File: src/rtl/hyperbus_traffic_gen_if.sv
// AXI4 master/slave channel bundle between the traffic generator and the
// HyperBus controller slave port (burst type, size and ID are tied off
// downstream, so only the fields the generator drives or checks appear here).
interface hyperbus_traffic_gen_if #(
    parameter int AW = 32,
    parameter int DW = 16
);
    logic [AW-1:0]   aw_addr;
    logic [7:0]      aw_len;
    logic            aw_valid;
    logic            aw_ready;

    logic [DW-1:0]   w_data;
    logic [DW/8-1:0] w_strb;
    logic            w_last;
    logic            w_valid;
    logic            w_ready;

    logic [1:0]      b_resp;
    logic            b_valid;
    logic            b_ready;

    logic [AW-1:0]   ar_addr;
    logic [7:0]      ar_len;
    logic            ar_valid;
    logic            ar_ready;

    logic [DW-1:0]   r_data;
    logic [1:0]      r_resp;
    logic            r_last;
    logic            r_valid;
    logic            r_ready;

    modport master (
        output aw_addr, aw_len, aw_valid,
        input  aw_ready,
        output w_data, w_strb, w_last, w_valid,
        input  w_ready,
        input  b_resp, b_valid,
        output b_ready,
        output ar_addr, ar_len, ar_valid,
        input  ar_ready,
        input  r_data, r_resp, r_last, r_valid,
        output r_ready
    );

    modport slave (
        input  aw_addr, aw_len, aw_valid,
        output aw_ready,
        input  w_data, w_strb, w_last, w_valid,
        output w_ready,
        output b_resp, b_valid,
        input  b_ready,
        input  ar_addr, ar_len, ar_valid,
        output ar_ready,
        output r_data, r_resp, r_last, r_valid,
        input  r_ready
    );
endinterface

File: src/rtl/hyperbus_traffic_gen.sv
// Self-checking AXI4 traffic generator: writes num_bursts INCR bursts of an
// incrementing pattern (seed + beat index), reads the same bursts back and
// counts data mismatches and bad responses / last-beat framing errors.
module hyperbus_traffic_gen #(
    parameter int AW    = 32,
    parameter int DW    = 16,
    parameter int CNT_W = 16
) (
    input  logic                 clk_sys_i,
    input  logic                 rst_i,
    input  logic                 start_i,
    input  logic [1:0]           mode_i,
    input  logic [AW-1:0]        base_addr_i,
    input  logic [7:0]           burst_len_i,
    input  logic [CNT_W-1:0]     num_bursts_i,
    input  logic [DW-1:0]        seed_i,
    hyperbus_traffic_gen_if.master bus,
    output logic                 busy_o,
    output logic                 done_o,
    output logic [CNT_W-1:0]     data_err_cnt_o,
    output logic [CNT_W-1:0]     resp_err_cnt_o,
    output logic [AW-1:0]        first_err_addr_o
);

    localparam int BYTES = DW / 8;

    typedef enum logic [2:0] {IDLE, WA, WD, WB, RA, RD, DONE} state_t;

    state_t           state;
    logic [1:0]       mode_q;
    logic [7:0]       len_q;
    logic [CNT_W-1:0] num_q;
    logic [CNT_W-1:0] burst_idx;
    logic [AW-1:0]    base_q;
    logic [AW-1:0]    burst_addr;
    logic [DW-1:0]    seed_q;
    logic [DW-1:0]    pattern;
    logic [7:0]       beat;
    logic             err_seen;

    logic [AW-1:0]    burst_step;
    logic [AW-1:0]    next_addr;
    logic [AW-1:0]    beat_addr;
    logic [CNT_W-1:0] burst_idx_nxt;
    logic             last_burst;
    logic             last_beat;
    logic [1:0]       rd_resp_inc;

    // Counter increment that sticks at all-ones instead of wrapping.
    function automatic logic [CNT_W-1:0] sat_add(input logic [CNT_W-1:0] cnt,
                                                 input logic [1:0]       inc);
        logic [CNT_W:0] sum;
        sum = {1'b0, cnt} + (CNT_W+1)'(inc);
        return sum[CNT_W] ? '1 : sum[CNT_W-1:0];
    endfunction

    assign burst_step    = AW'((32'(len_q) + 32'd1) * 32'(BYTES));
    assign next_addr     = burst_addr + burst_step;
    assign beat_addr     = burst_addr + AW'(32'(beat) * 32'(BYTES));
    assign burst_idx_nxt = burst_idx + CNT_W'(1);
    assign last_burst    = (burst_idx_nxt == num_q);
    assign last_beat     = (beat == len_q);
    // A read beat can carry both a bad response and a framing error.
    assign rd_resp_inc   = {1'b0, (bus.r_resp != 2'b00)} + {1'b0, (bus.r_last != last_beat)};

    assign bus.w_strb = '1;
    assign bus.aw_len = len_q;
    assign bus.ar_len = len_q;

    // Transfer sequencer; every bus control and status output is registered here.
    always_ff @(posedge clk_sys_i) begin
        if (rst_i) begin
            state            <= IDLE;
            bus.aw_valid     <= 1'b0;
            bus.w_valid      <= 1'b0;
            bus.b_ready      <= 1'b0;
            bus.ar_valid     <= 1'b0;
            bus.r_ready      <= 1'b0;
            busy_o           <= 1'b0;
            done_o           <= 1'b0;
            data_err_cnt_o   <= '0;
            resp_err_cnt_o   <= '0;
            first_err_addr_o <= '0;
            err_seen         <= 1'b0;
        end else begin
            done_o <= 1'b0;
            unique case (state)
                IDLE: begin
                    if (start_i) begin
                        mode_q           <= mode_i;
                        len_q            <= burst_len_i;
                        num_q            <= num_bursts_i;
                        base_q           <= base_addr_i;
                        seed_q           <= seed_i;
                        burst_idx        <= '0;
                        beat             <= '0;
                        burst_addr       <= base_addr_i;
                        pattern          <= seed_i;
                        bus.aw_addr      <= base_addr_i;
                        bus.ar_addr      <= base_addr_i;
                        data_err_cnt_o   <= '0;
                        resp_err_cnt_o   <= '0;
                        first_err_addr_o <= '0;
                        err_seen         <= 1'b0;
                        busy_o           <= 1'b1;
                        if (num_bursts_i == '0) begin
                            state <= DONE;
                        end else if (mode_i == 2'b10) begin
                            state        <= RA;
                            bus.ar_valid <= 1'b1;
                        end else begin
                            state        <= WA;
                            bus.aw_valid <= 1'b1;
                        end
                    end
                end
                WA: begin
                    if (bus.aw_ready) begin
                        bus.aw_valid <= 1'b0;
                        bus.w_valid  <= 1'b1;
                        bus.w_data   <= pattern;
                        bus.w_last   <= (len_q == 8'd0);
                        beat         <= '0;
                        state        <= WD;
                    end
                end
                WD: begin
                    if (bus.w_ready) begin
                        pattern <= pattern + DW'(1);
                        if (last_beat) begin
                            bus.w_valid <= 1'b0;
                            bus.w_last  <= 1'b0;
                            bus.b_ready <= 1'b1;
                            state       <= WB;
                        end else begin
                            beat       <= beat + 8'd1;
                            bus.w_data <= pattern + DW'(1);
                            bus.w_last <= (beat + 8'd1 == len_q);
                        end
                    end
                end
                WB: begin
                    if (bus.b_valid) begin
                        bus.b_ready <= 1'b0;
                        if (bus.b_resp != 2'b00) begin
                            resp_err_cnt_o <= sat_add(resp_err_cnt_o, 2'd1);
                        end
                        if (!last_burst) begin
                            burst_idx    <= burst_idx_nxt;
                            burst_addr   <= next_addr;
                            bus.aw_addr  <= next_addr;
                            bus.aw_valid <= 1'b1;
                            state        <= WA;
                        end else if (mode_q == 2'b01) begin
                            state <= DONE;
                        end else begin
                            // Read-back replays the same addresses and pattern.
                            burst_idx    <= '0;
                            burst_addr   <= base_q;
                            bus.ar_addr  <= base_q;
                            pattern      <= seed_q;
                            bus.ar_valid <= 1'b1;
                            state        <= RA;
                        end
                    end
                end
                RA: begin
                    if (bus.ar_ready) begin
                        bus.ar_valid <= 1'b0;
                        bus.r_ready  <= 1'b1;
                        beat         <= '0;
                        state        <= RD;
                    end
                end
                RD: begin
                    if (bus.r_valid) begin
                        pattern <= pattern + DW'(1);
                        if (bus.r_data != pattern) begin
                            data_err_cnt_o <= sat_add(data_err_cnt_o, 2'd1);
                            if (!err_seen) begin
                                first_err_addr_o <= beat_addr;
                                err_seen         <= 1'b1;
                            end
                        end
                        resp_err_cnt_o <= sat_add(resp_err_cnt_o, rd_resp_inc);
                        // Burst length is ours; r_last is only checked, never trusted.
                        if (last_beat) begin
                            bus.r_ready <= 1'b0;
                            if (!last_burst) begin
                                burst_idx    <= burst_idx_nxt;
                                burst_addr   <= next_addr;
                                bus.ar_addr  <= next_addr;
                                bus.ar_valid <= 1'b1;
                                state        <= RA;
                            end else begin
                                state <= DONE;
                            end
                        end else begin
                            beat <= beat + 8'd1;
                        end
                    end
                end
                DONE: begin
                    done_o <= 1'b1;
                    busy_o <= 1'b0;
                    state  <= IDLE;
                end
                default: state <= IDLE;
            endcase
        end
    end

endmodule

File: src/flat_wrapper.sv
// flat-port wrapper written by rule: the top's interface ports become plain ports
module hyperbus_traffic_gen_flat 
#(
    parameter int AW    = 32,
    parameter int DW    = 16,
    parameter int CNT_W = 16
)
  (clk_sys_i, rst_i, start_i, mode_i, base_addr_i, burst_len_i, num_bursts_i, seed_i, busy_o, done_o, data_err_cnt_o, resp_err_cnt_o, first_err_addr_o, bus_aw_addr, bus_aw_len, bus_aw_valid, bus_aw_ready, bus_w_data, bus_w_strb, bus_w_last, bus_w_valid, bus_w_ready, bus_b_resp, bus_b_valid, bus_b_ready, bus_ar_addr, bus_ar_len, bus_ar_valid, bus_ar_ready, bus_r_data, bus_r_resp, bus_r_last, bus_r_valid, bus_r_ready);
  hyperbus_traffic_gen_if #(.AW(AW), .DW(DW)) bus_i ();
  input  logic clk_sys_i;
  input  logic rst_i;
  input  logic start_i;
  input  logic [1:0] mode_i;
  input  logic [AW-1:0] base_addr_i;
  input  logic [7:0] burst_len_i;
  input  logic [CNT_W-1:0] num_bursts_i;
  input  logic [DW-1:0] seed_i;
  output logic busy_o;
  output logic done_o;
  output logic [CNT_W-1:0] data_err_cnt_o;
  output logic [CNT_W-1:0] resp_err_cnt_o;
  output logic [AW-1:0] first_err_addr_o;
  output wire logic [$bits(bus_i.aw_addr)-1:0] bus_aw_addr;
  output wire logic [$bits(bus_i.aw_len)-1:0] bus_aw_len;
  output wire logic [$bits(bus_i.aw_valid)-1:0] bus_aw_valid;
  input wire logic [$bits(bus_i.aw_ready)-1:0] bus_aw_ready;
  output wire logic [$bits(bus_i.w_data)-1:0] bus_w_data;
  output wire logic [$bits(bus_i.w_strb)-1:0] bus_w_strb;
  output wire logic [$bits(bus_i.w_last)-1:0] bus_w_last;
  output wire logic [$bits(bus_i.w_valid)-1:0] bus_w_valid;
  input wire logic [$bits(bus_i.w_ready)-1:0] bus_w_ready;
  input wire logic [$bits(bus_i.b_resp)-1:0] bus_b_resp;
  input wire logic [$bits(bus_i.b_valid)-1:0] bus_b_valid;
  output wire logic [$bits(bus_i.b_ready)-1:0] bus_b_ready;
  output wire logic [$bits(bus_i.ar_addr)-1:0] bus_ar_addr;
  output wire logic [$bits(bus_i.ar_len)-1:0] bus_ar_len;
  output wire logic [$bits(bus_i.ar_valid)-1:0] bus_ar_valid;
  input wire logic [$bits(bus_i.ar_ready)-1:0] bus_ar_ready;
  input wire logic [$bits(bus_i.r_data)-1:0] bus_r_data;
  input wire logic [$bits(bus_i.r_resp)-1:0] bus_r_resp;
  input wire logic [$bits(bus_i.r_last)-1:0] bus_r_last;
  input wire logic [$bits(bus_i.r_valid)-1:0] bus_r_valid;
  output wire logic [$bits(bus_i.r_ready)-1:0] bus_r_ready;
  assign bus_aw_addr = bus_i.aw_addr;
  assign bus_aw_len = bus_i.aw_len;
  assign bus_aw_valid = bus_i.aw_valid;
  assign bus_i.aw_ready = bus_aw_ready;
  assign bus_w_data = bus_i.w_data;
  assign bus_w_strb = bus_i.w_strb;
  assign bus_w_last = bus_i.w_last;
  assign bus_w_valid = bus_i.w_valid;
  assign bus_i.w_ready = bus_w_ready;
  assign bus_i.b_resp = bus_b_resp;
  assign bus_i.b_valid = bus_b_valid;
  assign bus_b_ready = bus_i.b_ready;
  assign bus_ar_addr = bus_i.ar_addr;
  assign bus_ar_len = bus_i.ar_len;
  assign bus_ar_valid = bus_i.ar_valid;
  assign bus_i.ar_ready = bus_ar_ready;
  assign bus_i.r_data = bus_r_data;
  assign bus_i.r_resp = bus_r_resp;
  assign bus_i.r_last = bus_r_last;
  assign bus_i.r_valid = bus_r_valid;
  assign bus_r_ready = bus_i.r_ready;
  hyperbus_traffic_gen #(.AW(AW), .DW(DW), .CNT_W(CNT_W)) u_core (.clk_sys_i(clk_sys_i), .rst_i(rst_i), .start_i(start_i), .mode_i(mode_i), .base_addr_i(base_addr_i), .burst_len_i(burst_len_i), .num_bursts_i(num_bursts_i), .seed_i(seed_i), .bus(bus_i), .busy_o(busy_o), .done_o(done_o), .data_err_cnt_o(data_err_cnt_o), .resp_err_cnt_o(resp_err_cnt_o), .first_err_addr_o(first_err_addr_o));
endmodule
File: config.mk
export PLATFORM = sky130hd
export DESIGN_NAME = hyperbus_traffic_gen_flat
export DESIGN_NICKNAME = d
export VERILOG_FILES = /design/src/rtl/hyperbus_traffic_gen_if.sv /design/src/rtl/hyperbus_traffic_gen.sv /design/src/flat_wrapper.sv
export SDC_FILE = /design/constraint.sdc
export NUM_CORES = 1
export LEC_CHECK = 0
export ABC_CLOCK_PERIOD_IN_PS = 7100
export CAP_MARGIN = 15
export CORE_ASPECT_RATIO = 0.7
export CORE_MARGIN = 2
export CORE_UTILIZATION = 54
export CTS_CLUSTER_SIZE = 28
export DETAILED_ROUTE_END_ITERATION = 6
export HOLD_SLACK_MARGIN = 0.03
export PLACE_DENSITY_LB_ADDON = 0.3
export SETUP_SLACK_MARGIN = 0.3
export SLEW_MARGIN = 15
export SYNTH_ARGS = -nofsm -noshare
export SYNTH_HDL_FRONTEND = slang
export SYNTH_SLANG_ARGS = --single-unit
export TNS_END_PERCENT = 30
File: constraint.sdc
create_clock -name clk_sys_i -period 7.1 [get_ports clk_sys_i]
set_clock_uncertainty 0.2 [all_clocks]
set_input_delay 0.71 -clock clk_sys_i [delete_from_list [all_inputs] [get_ports clk_sys_i]]
set_output_delay 0.71 -clock clk_sys_i [all_outputs]
set_load 0.05 [all_outputs]
==> results of run 1 <==
[power groups by stage]
stage / registers (W) / logic (W) / clock network [W]
global route: 0.00262 / 0.00251 / 0.00159
detailed placement: 0.00262 / 0.00229 / 0
global placement: 0.00262 / 0.00225 / 0
finish: 0.00260 / 0.00235 / 0.00151
floorplan: 0.00291 / 0.00124 / 0
CTS: 0.00259 / 0.00231 / 0.00152
[sequential cells by signal, summed over array words and instances (netlist names), 32 cells and up]
register,count
u_core.bus.ar_addr,32
u_core.burst_addr,32
u_core.first_err_addr_o,32
u_core.bus.aw_addr,32
u_core.base_q,32
[how the worst min path moves through the flow]
| stage | start | to | slack [ns] | cells past startpoint |
|---|---|---|---|---|
| 6_report | u_core.first_err_addr_o[30] | u_core.first_err_addr_o[30] | 0.26 | 2 |
| 5_1_grt | u_core.first_err_addr_o[10] | u_core.first_err_addr_o[10] | 0.29 | 2 |
| 4_1_cts | u_core.first_err_addr_o[17] | u_core.first_err_addr_o[17] | 0.26 | 2 |
| 3_5_place_dp | u_core.first_err_addr_o[17] | u_core.first_err_addr_o[17] | 0.25 | 2 |
| 3_3_place_gp | u_core.first_err_addr_o[12] | u_core.first_err_addr_o[12] | 0.24 | 2 |
| 2_1_floorplan | u_core.err_seen | u_core.err_seen | 0.26 | 2 |
[metrics by stage]
stage	hold slack, ns	utilization, %	instances	instance area (µm²)
4_1_cts	0.2595	67.46	2300	20170
5_1_grt	0.2903	67.54	2303	20200
3_5_place_dp	0.2462	64.44	2247	19270
3_3_place_gp	0.2406	64.44	2247	19270
2_1_floorplan	0.2608	-	1660	16340
6_report	0.2565	67.55	2304	20200
[synth_stat cells, types with 9 or more instances]
cell / count
edfxtp_1: 227
or3_1: 9
buf_4: 14
o22ai_1: 20
ha_1: 25
nand2b_1: 11
xor2_1: 74
and2_1: 10
nor2_1: 139
nand2_1: 210
clkbuf_1: 85
a21o_1: 38
nor2b_1: 12
o21ai_0: 111
o211ai_1: 10
a21oi_1: 94
xnor2_1: 95
a211oi_1: 23
o31ai_1: 10
a22oi_1: 19
dfxtp_1: 75
nand3_1: 72
inv_1: 22
and3_1: 27
nor4_1: 15
nand4_1: 25
a31oi_1: 9
nor3_1: 45
a311o_1: 17
[area by class of cell]
type                            count  share of cell area (%)
Timing Repair Buffer              291                   14.20
Multi-Input combinational cell   1219                   37.14
Tap cell                          412                   2.552
Antenna cell                        3                 0.03716
Clock inverter                     12                  0.5450
Clock buffer                       41                   3.914
Sequential cell                   302                   41.17
Inverter                           24                  0.4459
[layer usage]
metal  track usage, %  routed length, µm  share of wire (%)  vias to the layer above
met3            9.885               5951                 12                       89
met2            43.64              20700                 42                      797
met5            2.194                116               0.24                        -
met1            44.61              21150                 43                     6717
li1                 -                  -                  -                     6460
met4            8.099               1228                2.5                        6
[cell families after synthesis]
kind of cell | count (synthesis) | synth area share, %
AOI/OAI and AO/OA | 405 | 16.00
and+or+nand+nor | 606 | 17.34
other | 1 | 0.02295
buffers and inverters | 139 | 3.676
adders and majority gates | 28 | 2.282
DFF | 302 | 50.91
muxes | 7 | 0.4288
xor gates and xnor gates | 171 | 9.335
[worst register-to-register path: stages (launching register included)]
cell       delay (ns)
edfxtp_1         0.42
ha_1             0.29
nand4_1          0.23
nor4_2           0.45
o21ai_0          0.15
a2111oi_0        0.59
nand4b_2         0.29
nor2_4           0.69
buf_4            0.46
a21oi_4          0.08
buf_4            0.31
==> qor.yml, run 1 <==
logic_synthesis:
  ys_seq_elements: 302
  synthArstFlopShare_pct: 0
  yosysTopAreaCell: "edfxtp_1"
  yosysSeqAreaShare_pct: 50.91
  synthDominantCellAreaShare_pct: 41.72
  avgSynthCellArea_um2: 9.849
  ys.warnings.count: 0
  synth_area_mm2: 0.01634
  synth-main-ff-cell: "edfxtp_1"
  synth_cell_types: 75
  syn_inst: 1659
  synth_edf_count: 227
  netlist_top_cells_area: "edfxtp_1 (42%), dfxtp_1 (9.2%), xnor2_1 (5.1%)"
finish:
  nets: 1998
  area_delta_synth_final_pct: 23.64
  layout.area.seq_mm2: 0.008318
  layout-drive-gt1-share_pct: 4.500
  multi_input_comb_area_mm2: 0.007502
  fillers: 2296
  final_common_cell: "clkdlybuf4s50_1"
  final_cell_mix: "clkdlybuf4s50_1 (269), edfxtp_1 (227), nand2_1 (209)"
clock_tree:
  cts.sinks: 302
  cts_buffer_depth: 3
  path_clk_slew_ns: 0.06
  cts-root-buf: "clkbuf_16"
  hold_buffers: 0
  ctsResizeCount: 0
  cts_made_buffers: 29
  cts.htree.levels: 1
  cts_tree: "done"
  clk_latency_ns: 0.56
  post_cts_buffers: 0
critical_path:
  slowest_delay_ns: 0.69
  path_cells: "ha_1, nand4_1, nor4_2, o21ai_0, a2111oi_0, nand4b_2, nor2_4, buf_4, a21oi_4, buf_4"
  slowest_stage: "nor2_4"
  ff2ff_path_depth: 10
  cp_top_family: "simple AND/OR/NAND/NOR gates"
  critPathLaunch: "u_core.burst_idx[0]"
  r2r-start: "u_core.burst_idx[0]"
  worstSetupPathDepth: 10
  crit_path_max_fanout: 32
  rrSetupSlack_ns: 2.63
  path_class: "flip-flop to flip-flop"
  crit_path_end_kind: "flip-flop"
  start_kind: "flip-flop"
  worst-endpoint-required_ns: 7.16
  arrival_ns: 4.53
  cp_common_cell: "buf_4"
  crit_buf_inv: 2
  crit_end: "u_core.bus.aw_addr[28]"
  reg2reg_to: "u_core.bus.aw_addr[28]"
sta:
  setup_violations: 0
  drv_slew: 0
  tightestPinTransition_ns: 1.116
  fin_crit_ns: 4.473
  rsz0062_at_grt: "no"
  setup_slack_ns: 2.627
  clock.fmax_mhz: 223.6
  period_share_pct: 62.99
  slew_headroom_pct: 25.17
  hold_viol: 0
  tns_ns: 0
routing:
  drc: 0
  ant_nets: 0
  drt_iter0_drc: 1559
  viasPerCell: 6.106
  drt-total-wl_mm: 49.14
  drtPass1Iterations: 5
  wire_per_inst_um: 21.33
  vias: 14070
die:
  die_h_um: 149.5
  die-area_mm2: 0.03169
  core_mm2: 0.02991
  die_w_um: 211.9
  rows: 53
  io_pins: 273
  initial_utilization_pct: 54.63
placed_design:
  dpl.hpwl_mm: 34.50
  gp_congestion: 0.9995
  place_ws_ns: 2.634
  port_buffers: 270
power_and_ir_drop:
  p_int_w: 0.003940
  switching_share_pct: 39.01
  max-vdd-ir-drop_v: 0.0001726
  combPwrFrac_pct: 36.3
  p_switching_w: 0.002520
  p_leak_nw: 7.022
  total_power_w: 0.006459
  p_per_area_mw_per_mm2: 319.7
  power_frac_seq_pct: 40.2
  p_clk_share_pct: 23.4
global_route:
  grt_pass1_vias: 13150
  grt_use_total_pct: 30.64
  grt_pass1_wl_mm: 74.88
  grt_max_degree: 87
  antenna_found_initial: 6
  grt_remaining_overflow: 0
min_path:
  hp-class: "flip-flop to flip-flop"
outcome:
  status: "finished clean"
job:
  cap_viol_max_count: 0
Note: power is estimated with default switching activity, not from simulation.
==> run 2, diff against run 1 <==
Settings changed: ABC_CLOCK_PERIOD_IN_PS 7100 to 4400.
Clock period 7.1 ns to 4.4 ns, I/O delays scaled along.
==> run 2 against run 1 <==
Critical path depth grew 3. Global-route usage is 0.078 points higher. Via count grew 1.1%. Hold slack worse by 0.029 ns. Register-to-register slack lost 2.1 ns. Core utilization rose by 1.3 points. Total power up 67%. Sequential power increased by 62%. Critical endpoint is now u_core.burst_addr[26]. Sequential share of layout area shrank 0.77 points. Highest routed layer unchanged. Design area increased by 1.9%.
==> qor.yml, run 2 (synthesized netlist as in run 1, its figures left out) <==
clock_tree:
  path_clk_slew_ns: 0.06
  cts_tree: "done"
  clk_latency_ns: 0.58
  cts_made_buffers: 31
  cts.sinks: 302
  cts-root-buf: "clkbuf_16"
  cts.htree.levels: 1
  cts_buffer_depth: 3
finish:
  area_delta_synth_final_pct: 26.01
  final_cell_mix: "clkdlybuf4s50_1 (269), edfxtp_1 (227), nand2_1 (209)"
  nets: 2022
  layout-drive-gt1-share_pct: 6.420
  fillers: 2262
  instances_no_fill: 2333
  final_util_pct: 68.84
  final_common_cell: "clkdlybuf4s50_1"
power_and_ir_drop:
  p_int_w: 0.006642
  p_switching_w: 0.004154
  max-vdd-ir-drop_v: 0.0003497
  switching_share_pct: 38.47
  combPwrFrac_pct: 35.9
  p_clk_share_pct: 25.2
  p_per_area_mw_per_mm2: 524.4
  power_frac_seq_pct: 38.9
  p_leak_nw: 7.229
routing:
  drt-total-wl_mm: 49.54
  drc: 0
  viasPerCell: 6.099
  vias: 14230
  drtPass1Iterations: 6
  wire_per_inst_um: 21.23
  ant_nets: 0
  drt_iter0_drc: 1800
global_route:
  grt_max_degree: 85
  antenna_found_initial: 7
  grt_use_total_pct: 30.72
  grtUsageMet3_pct: 8.667
  top_usage_layer: "met1"
  grt_pass1_vias: 13200
  grt_remaining_overflow: 0
  grt_util_met1_pct: 45.53
  grt_pass1_wl_mm: 75.08
  use_met2_pct: 43.46
die:
  die_w_um: 211.9
  die_h_um: 149.5
  rows: 53
  die-area_mm2: 0.03169
  io_pins: 273
  initial_utilization_pct: 54.63
  core_mm2: 0.02991
critical_path:
  start_kind: "flip-flop"
  rrSetupSlack_ns: 0.50
  worst-endpoint-required_ns: 4.52
  crit_path_max_fanout: 11
  path_class: "flip-flop to flip-flop"
  arrival_ns: 4.02
  crit_path_end_kind: "flip-flop"
placed_design:
  gp_congestion: 0.9844
  port_buffers: 270
  dpl.hpwl_mm: 35.26
  dp_cells: 2263
sta:
  tns_ns: 0
  clock.fmax_mhz: 256.6
  setup_violations: 0
  hold_viol: 0
  slew_headroom_pct: 26.93
  period_share_pct: 88.57
  tightestPinTransition_ns: 1.092
  rsz0062_at_grt: "yes"
  drv_slew: 0
  fin_crit_ns: 3.897
outcome:
  status: "finished clean"
min_path:
  hp-class: "primary input to flip-flop"
job:
  cap_viol_max_count: 0
[run 2: cell types whose count changed in the layout (fill, tap and decap cells not counted), moves of 3 or more]
cell,before,now
clkbuf_1,10,3
clkinv_2,4,7
buf_4,20,39
clkbuf_16,29,32
buf_12,1,4
[run 2: layout make-up]
type / instances / area [µm²] / area share [%]
multi-input combinational: 1219 / 7525 / 36.55
clock inverter: 17 / 177.7 / 0.8630
timing repair buffer: 313 / 3070 / 14.91
inverter: 24 / 90.09 / 0.4376
tap: 412 / 515.5 / 2.504
antenna: 5 / 12.51 / 0.06077
clock buffer: 41 / 879.6 / 4.272
sequential: 302 / 8318 / 40.40
[run 2: layer usage]
metal  up-vias  part of all wire, %  wire, µm
met1      6785                   44     21720
li1       6534                    -         -
met3        79                   12      5900
met2       827                   41     20540
met4         4                  2.6      1275
met5         -                 0.21       103
[run 2: critical path, stage by stage (launching register included)]
cell      delay [ns]
edfxtp_1        0.52
ha_1            0.26
nand3_1         0.13
nor2_1          0.18
xor2_1          0.09
ha_1            0.24
nor4_1          0.28
o21ai_0         0.18
a31o_2          0.28
a21o_1          0.33
nand3_1         0.16
xor2_1          0.24
o21ai_0         0.20
a311o_1         0.33
[run 2: path summary, 6_finish.rpt]
kind	end	cells after the start	startpoint
worst max-delay path	u_core.burst_addr[26]	13	u_core.bus.ar_len[1]
worst min-delay path	u_core.bus.ar_len[0]	1	burst_len_i[0]
worst max register to register	u_core.burst_addr[26]	13	u_core.bus.ar_len[1]
worst min register to register	u_core.first_err_addr_o[21]	2	u_core.first_err_addr_o[21]
[run 2: power groups by stage]
stage	Combinational, W	Sequential (W)	Clock (W)
floorplan	0.00200	0.00467	0
global placement	0.00371	0.00423	0
detailed placement	0.00377	0.00424	0
CTS	0.00380	0.00418	0.00275
global route	0.00414	0.00424	0.00286
finish	0.00387	0.00420	0.00272
[run 2: what timing repair did]
item                                    in CTS  in global routing
resized for setup                            0                  4
buffers inserted                             0                  7
hold buffers                                 0                  0
endpoints found under the setup margin       0                144
[run 2: metrics by stage]
step,setup WS [ns],area (µm²),total power (W),hold WS (ns)
after CTS,0.4804,20490,0.01073,0.2044
after global routing,0.2897,20580,0.01124,0.2222
final,0.5031,20590,0.01080,0.2274
after detailed placement,0.5044,19440,0.008011,0.2470
after global placement,0.5800,19440,0.007941,0.2380
after floorplan,0.09700,16360,0.006678,0.2608
